`src/rtl/fetch_stage.sv`:
```
// IF stage: owns the fetch PC, the instruction-memory request handshake and the IF/ID register.
// Optional FETCH_PERF_CNT_EN adds IF/ID load and bubble counters.
module fetch_stage #(
  parameter logic [31:0] RESET_PC = 32'h0040_0000,
  parameter logic [31:0] NOP_INST = 32'h0000_0000
) (
  input  logic        clk,
  input  logic        reset_n,
  input  logic [4:0]  stall,
  input  logic [4:0]  flush,
  input  logic [31:0] id_target,
  output logic        imem_req,
  output logic [31:0] imem_addr,
  input  logic        imem_ready,
  input  logic [31:0] imem_rdata,
  output logic [31:0] if_id_inst,
  output logic [31:0] if_id_pc_plus4,
  output logic        if_id_valid,
  output logic [31:0] if_pc,
  output logic [1:0]  fsm_state
`ifdef FETCH_PERF_CNT_EN
  ,
  output logic [31:0] perf_fetch_cnt,
  output logic [31:0] perf_bubble_cnt
`endif
);

  // Handshake: a transfer completes on a cycle with imem_req && imem_ready;
  // imem_addr is held stable while imem_req is high and not yet accepted.
  typedef enum logic [1:0] {
    IDLE = 2'd0,
    REQ  = 2'd1,
    DROP = 2'd2,
    HOLD = 2'd3
  } state_t;

  state_t      state, state_nxt;
  logic [31:0] fa, fa_nxt;
  logic [31:0] pending, pending_nxt;
  logic [31:0] hold_inst, hold_inst_nxt;
  logic [31:0] hold_pc, hold_pc_nxt;
  logic        redirect;
  logic        deliver;
  logic [31:0] dlv_inst, dlv_pc4;
  logic [31:0] target_al;
  logic        unused_bits;

  // An ID decision is not final while ID itself is stalled.
  assign redirect    = flush[4] && !stall[3];
  assign target_al   = {id_target[31:2], 2'b00};
  assign unused_bits = ^{stall[2:0], flush[3:0], id_target[1:0]};

  assign imem_addr = fa;
  assign if_pc     = fa;
  assign fsm_state = state;

  always_comb begin
    state_nxt     = state;
    fa_nxt        = fa;
    pending_nxt   = pending;
    hold_inst_nxt = hold_inst;
    hold_pc_nxt   = hold_pc;
    imem_req      = 1'b0;
    deliver       = 1'b0;
    dlv_inst      = imem_rdata;
    dlv_pc4       = fa + 32'd4;
    case (state)
      IDLE: state_nxt = REQ;
      REQ: begin
        imem_req = 1'b1;
        if (imem_ready) begin
          if (redirect) begin
            fa_nxt = target_al;
          end else if (stall[4]) begin
            hold_inst_nxt = imem_rdata;
            hold_pc_nxt   = fa;
            fa_nxt        = fa + 32'd4;
            state_nxt     = HOLD;
          end else begin
            deliver = 1'b1;
            fa_nxt  = fa + 32'd4;
          end
        end else if (redirect) begin
          pending_nxt = target_al;
          state_nxt   = DROP;
        end
      end
      DROP: begin
        // The old address stays on the bus until memory accepts it; the word is wrong-path.
        imem_req = 1'b1;
        if (redirect) pending_nxt = target_al;
        if (imem_ready) begin
          fa_nxt    = redirect ? target_al : pending;
          state_nxt = REQ;
        end
      end
      HOLD: begin
        if (redirect) begin
          fa_nxt    = target_al;
          state_nxt = REQ;
        end else if (!stall[4]) begin
          deliver   = 1'b1;
          dlv_inst  = hold_inst;
          dlv_pc4   = hold_pc + 32'd4;
          state_nxt = REQ;
        end
      end
      default: state_nxt = IDLE;
    endcase
  end

  always_ff @(posedge clk or negedge reset_n) begin
    if (!reset_n) begin
      state     <= IDLE;
      fa        <= RESET_PC;
      pending   <= 32'd0;
      hold_inst <= NOP_INST;
      hold_pc   <= 32'd0;
    end else begin
      state     <= state_nxt;
      fa        <= fa_nxt;
      pending   <= pending_nxt;
      hold_inst <= hold_inst_nxt;
      hold_pc   <= hold_pc_nxt;
    end
  end

  always_ff @(posedge clk or negedge reset_n) begin
    if (!reset_n) begin
      if_id_inst     <= NOP_INST;
      if_id_pc_plus4 <= 32'd0;
      if_id_valid    <= 1'b0;
    end else if (!stall[3]) begin
      if (deliver && !redirect) begin
        if_id_inst     <= dlv_inst;
        if_id_pc_plus4 <= dlv_pc4;
        if_id_valid    <= 1'b1;
      end else begin
        if_id_inst  <= NOP_INST;
        if_id_valid <= 1'b0;
      end
    end
  end

`ifdef FETCH_PERF_CNT_EN
  always_ff @(posedge clk or negedge reset_n) begin
    if (!reset_n) begin
      perf_fetch_cnt  <= 32'd0;
      perf_bubble_cnt <= 32'd0;
    end else if (!stall[3]) begin
      if (deliver && !redirect) perf_fetch_cnt <= perf_fetch_cnt + 32'd1;
      else perf_bubble_cnt <= perf_bubble_cnt + 32'd1;
    end
  end
`endif

endmodule
```
`config.mk`:
```
export PLATFORM = sky130hd
export DESIGN_NAME = fetch_stage
export DESIGN_NICKNAME = d
export VERILOG_FILES = /design/src/rtl/fetch_stage.sv
export SDC_FILE = /design/constraint.sdc
export NUM_CORES = 1
export LEC_CHECK = 0
export ABC_AREA = 1
export CAP_MARGIN = 20
export CORE_MARGIN = 2
export CORE_UTILIZATION = 40
export CTS_CLUSTER_DIAMETER = 30
export DETAILED_ROUTE_END_ITERATION = 10
export GPL_TIMING_DRIVEN = 1
export MAX_ROUTING_LAYER = met4
export SKIP_LAST_GASP = 1
export SLEW_MARGIN = 5
export SYNTH_ARGS = -nofsm -noshare
export SYNTH_HDL_FRONTEND = slang
export SYNTH_SLANG_ARGS = --single-unit
```
`constraint.sdc`:
```
create_clock -name clk -period 5.23 [get_ports clk]
set_input_delay 1.046 -clock clk [delete_from_list [all_inputs] [get_ports clk]]
set_output_delay 1.046 -clock clk [all_outputs]
set_load 0.01 [all_outputs]
```
# == After elaboration in Yosys (flattened, before gate mapping) ==
# Index checks and enable logic that the tools add are counted.
# totals
regBits,195
inputBits,77
out_inout_bits,132
elab_cells,66
# classes
reduce_logical,14
eq_ne,11
add_sub_neg,2
bitwise,2
muxes,29
# ops
cell,n
2-to-1 mux 32 bit,13
one-hot mux 32 bit (3 select lines),1
adder 32 x 3 -> 32 bit (second input constant),2
one-hot mux 32 bit (2 select lines),1
2-to-1 mux 2 bit,7
!= test 3 bit (second input constant),4
!= test 2 bit (second input constant),4
one-hot mux 2 bit (4 select lines),1
AND reduction 4 bit,2
2-to-1 mux 1 bit,5
AND reduction 5 bit,1
equality test 2 bit (second input constant),2
AND reduction 2 bit,2
AND reduction 3 bit,1
nonzero test 3 bit,1
equality test 2 x 1 -> 1 bit (second input constant),1
logical AND 1 bit,2
logical NOT 1 bit,2
logical NOT 2 bit,1
inverter 1 bit,2
one-hot mux 1 bit (2 select lines),1
nonzero test 2 bit,1
OR reduction 2 bit,1

# == Depth between registers and ports, before layout ==
# logic_depth
ltp_word,7
depth_mapped,13
ltp_nobuf,12

# == Worst setup path before layout ==
# OpenSTA, ideal clock, no wires.
# synth_path
kind,input-to-reg
start,in stall[3]
end,reg if_id_pc_plus4[8]
t_arrival_ns,2.185
setup_ns,0.133
path_buffers,3
slack_ns,2.911
required_time_ns,5.097
cell_stages,11
cell_sequence,buf_4 -> inv_2 -> nand2_4 -> inv_2 -> or2_1 -> a21oi_2 -> nand2_2 -> buf_2 -> buf_2 -> nand2_1 -> nand2_1
# synth_between
elab_chain_cells,7
word_cells_on_any_way,11
classes_between,mux (5); bitwise (1); reduce/logical (5)
# synth_lines
item,line_no,text
start: declaration,9,"input logic [4:0] stall,"
logical NOT 1 bit,n/a,
logical AND 1 bit,49,assign redirect = flush[4] && !stall[3];
2-to-1 mux 1 bit,98,if (redirect) begin
2-to-1 mux 1 bit,71,if (imem_ready) begin
one-hot mux 1 bit (2 select lines),67,case (state)
logical AND 1 bit,134,if (deliver && !redirect) begin
AND reduction 2 bit (no line),n/a,
end signal: assignment,136,if_id_pc_plus4 <= dlv_pc4;
end: declaration,17,"output logic [31:0] if_id_pc_plus4,"
# Several ways; a longest one is shown, not always the timed one.
# A chain may end at the register's enable or synchronous reset.

# == Worst setup path in the final report ==
# Ends and elaborated chain as after synthesis.

==> results.toml <==
[clock_network]
clock_path_buffers = 2
numClockSinks = 195
clk_transition_reported_paths_ps = 80
cts_max_level = 4
post-cts-setup-buffer-count = 0
worstSkewPairLatency_ps = 450
cts_resized = 0
cts_tree = "built"
cts_buffers = 17
cts_root_buf = "clkbuf_16"
cts_hold_buf = 0

[hold_path]
hold_depth = 2
min_path_type = "reg -> reg"

[floorplan]
core.rowCount = 61
die_h_um = 172
coreArea_mm2 = 0.0277
start_util_pct = 40.5
ioPinCount = 209
fp.dieW_um = 172
dieArea_mm2 = 0.0294

[yosys]
synth_nets = 1644
syn_area_mm2 = 0.0112
ys_ff_latch = 195
syn-mean-instance-area_um2 = 7.20
ys_seq_area_share_pct = 43.5
synth_cells = 1561
yosysWarnings = 0
synth.distinct_cells = 41

[finish]
final_common_cell = "nand2_1"
antennaDiodeCount = 0
drive_gt1_share_pct = 3.53
mostFrequentLayoutCells = "445 x nand2_1, 209 x o21ai_0, 197 x clkdlybuf4s50_1"
syn_to_final_growth_pct = 23.4
fin_area_mm2 = 0.0139
nets = 1770

[timing]
tightest_slew_ps = 1050
finalCritPeriodShare_pct = 70.3
grt_setup_unrepaired = "false"
max_slew_margin_pct = 29.9
slew_violations = 0
setup_viol = 0
hold_viol = 0
min_period_ps = 3680
setup-tns-final_ps = 0
fmax_mhz = 272
clock_skew_ps = 26.9

[pwr]
powerDensity_mw_per_mm2 = 578
ir_drop_v = 0.000496
power.switching_uw = 3610
clkPwrFrac_pct = 17.0
p_int_uw = 4400
power_frac_comb_pct = 48.6
switching_share_pct = 45.1
power.leakage_uw = 0.00649
p_seq_share_pct = 34.4

[grt]
grt_pass1_vias = 9792
antenna_found_initial = 0
track_usage_pct = 25.4
grt_max_degree = 122
grt-ovfl-total = 0
grt_pass1_wl_um = 56000

[worst_setup_path]
crit_slowest_cell = "o311ai_0"
worstSetupPathType = "in -> reg"
cpMostUsedCell = "buf_4"
crit_chain = "clkdlybuf4s50_1 > buf_4 > inv_2 > nand2_4 > nand2_2 > buf_4 > nor2_4 > buf_4 > inv_2 > o311ai_0 > nand2_1"
cp-end-kind = "register"
cp.arrival_ps = 3990
max_stage_delay_ps = 480
reg2regPathDepth = 9
cp.required_ps = 5540
critPathLaunchType = "input pin"
crit_fanout = 36

[placement]
io_buffers = 199
place.gp.congestion = 0.880
dp_hpwl_um = 25400
placedInstanceArea_mm2 = 0.0132

[status]
status = "finished clean"

[routing]
drt_iter0_markers = 1082
routed_via_density = 5.07
vias = 10500
drcViolationCount = 0
wl_per_cell_um = 17.1
antenna_left = 0
drt_wl_total_um = 35400
first_pass_iters = 6

[flow_run]
maxCapViolCount = 0
[cells in the mapped netlist (all sizes together)]
library cell  instances  area [µm²]
nand2               449        1700
o21ai               218        1090
dfrtp               194        4850
inv                 165         619
nor2                158         601
a21oi                70         354
buf                  63         414
nand3                57         285
clkbuf               42         158
mux2i                32         320
o22ai                23         144
a22oi                13        97.6
xor2                 13         114
nor3                 10        50.1
nand4                 9        56.3
o211ai                9        67.6
a21boi                8        60.1
ha                    6        75.1
a211oi                4        30.0
nand3b                4        30.0
clkinv                2        7.51
nor3b                 2        15.0
or2                   2        12.5
a31oi                 1        6.26
and2                  1        6.26
dfstp                 1        26.3
o21a                  1        7.51
o21bai                1        7.51
o22a                  1        8.76
o311ai                1        8.76
o31ai                 1        7.51
[cell type report]
| class | instances | area, µm² |
|---|---|---|
| clock buffers | 18 | 439 |
| clock inverters | 14 | 174 |
| fillers | 2765 | 13800 |
| inverters | 167 | 627 |
| multi-input cells | 1094 | 5160 |
| flip-flops and latches | 195 | 4880 |
| well taps | 378 | 473 |
| repair buffers | 212 | 2100 |
[cell families after synthesis]
logic type	count (synthesis)	synth area share [%]
AO/OA/AOI/OAI	351	16.8
AND/OR/NAND/NOR	692	24.5
multiplexers	32	2.85
buffers and inverters	272	10.7
adder cells (fa/ha/maj)	6	0.668
flip-flops	195	43.5
XOR/XNOR	13	1.01
[stage by stage]
step	worst slack [ps]	hold slack, ps	power, µW	std cells	utilization [%]
floorplan	2910	448	4970	1561	-
global placement	1090	463	6580	2046	47.8
detailed placement	1080	467	6630	2046	47.8
CTS	1500	488	8030	2078	50.0
global route	1280	506	8650	2078	50.0
finish	1550	480	8010	2078	50.0
[metal layers]
metal | track usage, % | wire, µm | vias up
li1 | - | - | 5264
met2 | 36.2 | 15100 | 319
met5 | - | 0 | -
met4 | 4.42 | 354 | 0
met3 | 2.90 | 1950 | 21
met1 | 39.1 | 18000 | 4925
[worst paths after layout]
path	endpoint	slack (ps)	startpoint
worst min register to register	if_id_pc_plus4[10]	480	if_id_pc_plus4[10]
min in group asynchronous	hold_inst[2]	710	reset_n
max in group asynchronous	if_id_pc_plus4[15]	3500	reset_n
worst min-delay path	if_id_pc_plus4[10]	480	if_id_pc_plus4[10]
worst max register to register	if_id_pc_plus4[30]	1980	fsm_state[0]
worst max-delay path	if_id_pc_plus4[8]	1550	stall[3]
[critical path, delay by kind of cell]
kind	cells	cell delay [ps]
buf+inv	6	1940
compound gates	1	480
simple gates	4	460
[state kept, by name, indices dropped and copies added (netlist names)]
| signal | count |
|---|---|
| if_pc | 32 |
| if_id_pc_plus4 | 32 |
| if_id_inst | 32 |
| hold_inst | 32 |
| hold_pc | 32 |
| fsm_state | 2 |
| if_id_valid | 1 |
| pending | 32 |
[power groups by stage]
stage,clock network (µW),registers (µW),logic (µW)
2_1_floorplan,0,2700,2270
3_3_place_gp,0,2760,3820
3_5_place_dp,0,2780,3860
4_1_cts,1400,2750,3880
5_1_grt,1450,2840,4360
6_report,1360,2750,3890
Power figures use the tool's default switching activity.
